$ cat src/rtl/irq_pend_enc.sv
// Pending-request capture and single-source priority offer on a valid/ready handshake.
// Optional build macro IRQ_PEND_ENC_MASK_EN adds the per-source enable input `mask`.
module irq_pend_enc #(
  parameter int CNT_W = 8,
  parameter int EDGE  = 1
) (
  input  logic             clk,
  input  logic             rst_n,
  input  logic [7:0]       req,
  input  logic             rdy,
  input  logic             ovf_clr,
`ifdef IRQ_PEND_ENC_MASK_EN
  input  logic [7:0]       mask,
`endif
  output logic             vld,
  output logic [2:0]       idx,
  output logic [7:0]       pend,
  output logic [7:0]       ovf,
  output logic [CNT_W-1:0] svc_cnt
);

  typedef enum logic {S_IDLE = 1'b0, S_OFFER = 1'b1} state_e;

  state_e           state_q, state_d;
  logic [7:0]       req_q, req_d;
  logic [7:0]       pend_q, pend_d;
  logic [7:0]       ovf_q, ovf_d;
  logic [2:0]       idx_q, idx_d;
  logic             vld_q, vld_d;
  logic [CNT_W-1:0] cnt_q, cnt_d;
  logic [7:0]       set_s, clr_s, en_s, sel_s;
  logic             accept_s;

  // Highest set bit wins; an all-zero vector encodes to 0 and is never offered.
  function automatic logic [2:0] prio_enc(input logic [7:0] v);
    logic [2:0] r;
    r = 3'd0;
    for (int i = 0; i < 8; i++) begin
      r = v[i] ? 3'(i) : r;
    end
    return r;
  endfunction

`ifdef IRQ_PEND_ENC_MASK_EN
  assign en_s = mask;
`else
  assign en_s = 8'hFF;
`endif

  assign sel_s = pend_q & en_s;

  always_comb begin
    accept_s = vld_q & rdy;
    clr_s    = accept_s ? (8'd1 << idx_q) : 8'd0;
    req_d    = req;
    if (EDGE != 0) begin
      set_s = req & ~req_q;
      // A fresh edge on a still-pending, not-being-cleared source is a lost request.
      ovf_d = (ovf_q & {8{~ovf_clr}}) | (set_s & pend_q & ~clr_s);
    end else begin
      set_s = req;
      ovf_d = 8'h00;
    end
    pend_d = (pend_q & ~clr_s) | set_s;
    if (accept_s && (cnt_q != {CNT_W{1'b1}})) begin
      cnt_d = cnt_q + CNT_W'(1);
    end else begin
      cnt_d = cnt_q;
    end

    state_d = state_q;
    vld_d   = vld_q;
    idx_d   = idx_q;
    case (state_q)
      S_IDLE: begin
        if (|sel_s) begin
          idx_d   = prio_enc(sel_s);
          vld_d   = 1'b1;
          state_d = S_OFFER;
        end else begin
          vld_d   = 1'b0;
        end
      end
      S_OFFER: begin
        if (accept_s) begin
          vld_d   = 1'b0;
          state_d = S_IDLE;
        end else begin
          vld_d   = 1'b1;
        end
      end
      default: begin
        vld_d   = 1'b0;
        state_d = S_IDLE;
      end
    endcase
  end

  always_ff @(posedge clk) begin
    if (!rst_n) begin
      state_q <= S_IDLE;
      req_q   <= 8'h00;
      pend_q  <= 8'h00;
      ovf_q   <= 8'h00;
      idx_q   <= 3'd0;
      vld_q   <= 1'b0;
      cnt_q   <= {CNT_W{1'b0}};
    end else begin
      state_q <= state_d;
      req_q   <= req_d;
      pend_q  <= pend_d;
      ovf_q   <= ovf_d;
      idx_q   <= idx_d;
      vld_q   <= vld_d;
      cnt_q   <= cnt_d;
    end
  end

  assign vld     = vld_q;
  assign idx     = idx_q;
  assign pend    = pend_q;
  assign ovf     = ovf_q;
  assign svc_cnt = cnt_q;

endmodule

$ cat config.mk
export PLATFORM = sky130hd
export DESIGN_NAME = irq_pend_enc
export DESIGN_NICKNAME = d
export VERILOG_FILES = /design/src/rtl/irq_pend_enc.sv
export SDC_FILE = /design/constraint.sdc
export NUM_CORES = 1
export LEC_CHECK = 0
export ABC_AREA = 1
export CORE_AREA = 10 10 65 67
export CTS_BUF_LIST = sky130_fd_sc_hd__clkbuf_8
export CTS_CLUSTER_SIZE = 25
export DETAILED_ROUTE_END_ITERATION = 8
export DIE_AREA = 0 0 75 77
export MAX_ROUTING_LAYER = met4
export PLACE_DENSITY = 0.95
export SLEW_MARGIN = 20
export SYNTH_ARGS = -nofsm -noshare
export SYNTH_HDL_FRONTEND = slang
export SYNTH_SLANG_ARGS = --single-unit
$ cat constraint.sdc
create_clock -name clk -period 1.95 [get_ports clk]
set_input_delay 0.4875 -clock clk [delete_from_list [all_inputs] [get_ports clk]]
set_output_delay 0.4875 -clock clk [all_outputs]
set_load 0.01 [all_outputs]
==> results.toml <==
[sta]
fin_setup_tns_ns = 0
fin_crit_ns = 1.790
worst_hold_slack_ns = 0.4678
fin_skew_ns = 0.002876
setup-violations-final = 0
rsz0062_at_grt = "no"
setup_ws_ns = 0.1601
period_share = 0.9179
clock.fmax_mhz = 558.7
final_hold_viol_count = 0
worstMarginPinSlew_ns = 0.3370
maxSlewHeadroom = 0.7751
maxSlewViolCount = 0

[critical_path]
cp-startpoint = "svc_cnt[0]"
cpMaxStageDelayCell = "clkdlybuf4s50_1"
cp_num_buf_inv = 1
worst_setup_path_start_kind = "register"
cp_max_fo = 6
end_kind = "primary output"
crit_family = "buffers and inverters"
r2r_start = "svc_cnt[0]"
cpPeakStageDelay_ns = 0.58
worstSetupPathType = "register to primary output"
cp.arrival_ns = 1.30
cp.required_ns = 1.46
path_cells = "clkdlybuf4s50_1"

[worst_hold_path]
hp-class = "register to register"
hp-start = "ovf[7]"

[global_routing]
grt_max_degree = 15
grt_pass1_wl_mm = 6.492
antenna_found_initial = 0
track_usage = 0.1453
grt_pass1_vias = 1532
grt_overflow = 0

[logic_synthesis]
syn_nets = 244
postSynthAreaPerCell_um2 = 6.738
netlist_area_um2 = 1556
synth_cell_types = 17
yosysWarnings = 0
seq_area_frac_synth = 0.4630
synth_seq_cells = 36
syn_inst = 231

[floorplan]
fp.dieArea_um2 = 5775
num_rows = 20
initial_core_util = 0.5227
core_area_um2 = 2978
die_h_um = 77
pin_count = 40
die_w_um = 75

[place]
port_buffers = 39
post-place-cells = 301
gp_congestion = 0.9047
post-place-ws_ns = 0.1420
dp_hpwl_mm = 2.811

[power]
power_density_nw_per_um2 = 771.3
peakVddDrop_uv = 641.1
p_leak_nw = 0.9407

[finish]
final_cells = 309
syn2layout_area_growth_pct = 33.28
antenna-diode-count = 0
regArea_um2 = 720.7
multi_input_area_um2 = 664.4
drive_above_1_share = 0.04348
fin_nets = 288
final_util = 0.6966
n_fill_cell = 247

[clock_tree]
root_buffer = "clkbuf_8"
clock-sinks = 36
tritoncts = "built"
clk_path_buf_depth = 2
htree_levels = 2
numCtsBuffers = 5
hold_buffers = 0
clk_pin_slew_ns = 0.07
clk_latency_ns = 0.29
cts_setup_buffers = 0
cts-resized-gates = 0

[flow_run]
maxCapViolCount = 0

[drt]
drt-total-wl_mm = 3.818
firstDrtPassIters = 4
drt_first_iter_violations = 105
routed_via_density = 4.990
post-route-drc-count = 0
wl_per_cell_um = 12.36
vias = 1542
ant_nets = 0

[outcome]
status = "finished clean"
-- stage by stage --
stage | area, µm² | total power, mW
floorplan | 1556 | 0.9482
global route | 2074 | 1.686
global placement | 1982 | 1.069
detailed placement | 1982 | 1.074
CTS | 2074 | 1.620
finish | 2074 | 1.600
-- worst min-delay path, cell delays in order (launching register included) --
cell,delay [ns]
dfxtp_1,0.31
nand2_1,0.06
a21oi_1,0.05
-- flip-flops by register name (all words and copies together), names as in the netlist --
name     count
idx          3
ovf          8
pend         8
req_q        8
svc_cnt      8
vld          1
-- synth_stat cells --
cell / number / area, µm²
a211oi_1: 1 / 7.510
a21boi_0: 1 / 7.510
a21oi_1: 21 / 105.1
a31oi_1: 1 / 6.260
buf_2: 2 / 10.01
buf_6: 1 / 11.26
clkbuf_1: 2 / 7.510
dfxtp_1: 36 / 720.7
ha_1: 1 / 12.51
inv_1: 38 / 142.6
nand2_1: 78 / 292.8
nand3_1: 7 / 35.03
nand3b_1: 1 / 7.510
nand4_1: 13 / 81.33
nor2_1: 26 / 97.59
nor2_2: 1 / 6.260
nor3_1: 1 / 5.000
-- logic make-up (layout without fill, tap and decap cells) --
logic type               count (synthesis)  count (layout)  share of synthesized area
flip-flops                              36              36                     0.4630
buffers and inverters                   43              88                     0.1101
adder cells (fa/ha/maj)                  1               1                   0.008037
AO/OA/AOI/OAI                           24              24                    0.08120
AND/OR/NAND/NOR                        127             127                     0.3376
-- metal layers --
metal,vias to the layer above,track usage,part of all wire
li1,803,-,-
met1,691,0.1565,0.44
met2,42,0.2275,0.47
met3,6,0.06049,0.075
met4,0,0.06061,0.014
met5,-,-,0
-- area by class of cell --
cell class	count	area share
Timing Repair Buffer	42	0.1990
Sequential cell	36	0.3474
Multi-Input combinational cell	152	0.3203
Clock inverter	2	0.004825
Tap cell	33	0.01990
Inverter	38	0.06876
Clock buffer	6	0.03981
-- power breakdown --
part	switching [mW]	total [mW]	internal, mW
registers	0.0397	0.816	0.776
logic	0.123	0.243	0.119
clock network	0.260	0.541	0.282
-- cell usage in the layout, fill, tap and decap left out --
master	instances
nand2_1	78
clkdlybuf4s50_1	39
inv_1	38
dfxtp_1	36
nor2_1	26
a21oi_1	21
nand4_1	13
nand3_1	7
clkbuf_8	6
buf_4	3
clkinv_2	2
a21boi_0	1
nor3_1	1
nor2_2	1
a31oi_1	1
a211oi_1	1
nand3b_1	1
ha_1	1
-- worst paths after layout --
path	end	slack (ns)	cells past startpoint
min	ovf[7]	0.47	2
max	svc_cnt[0]	0.16	1
min reg2reg	ovf[7]	0.47	2
max reg2reg	svc_cnt[7]	0.35	8
No activity file was read; power rests on OpenSTA's default activity.
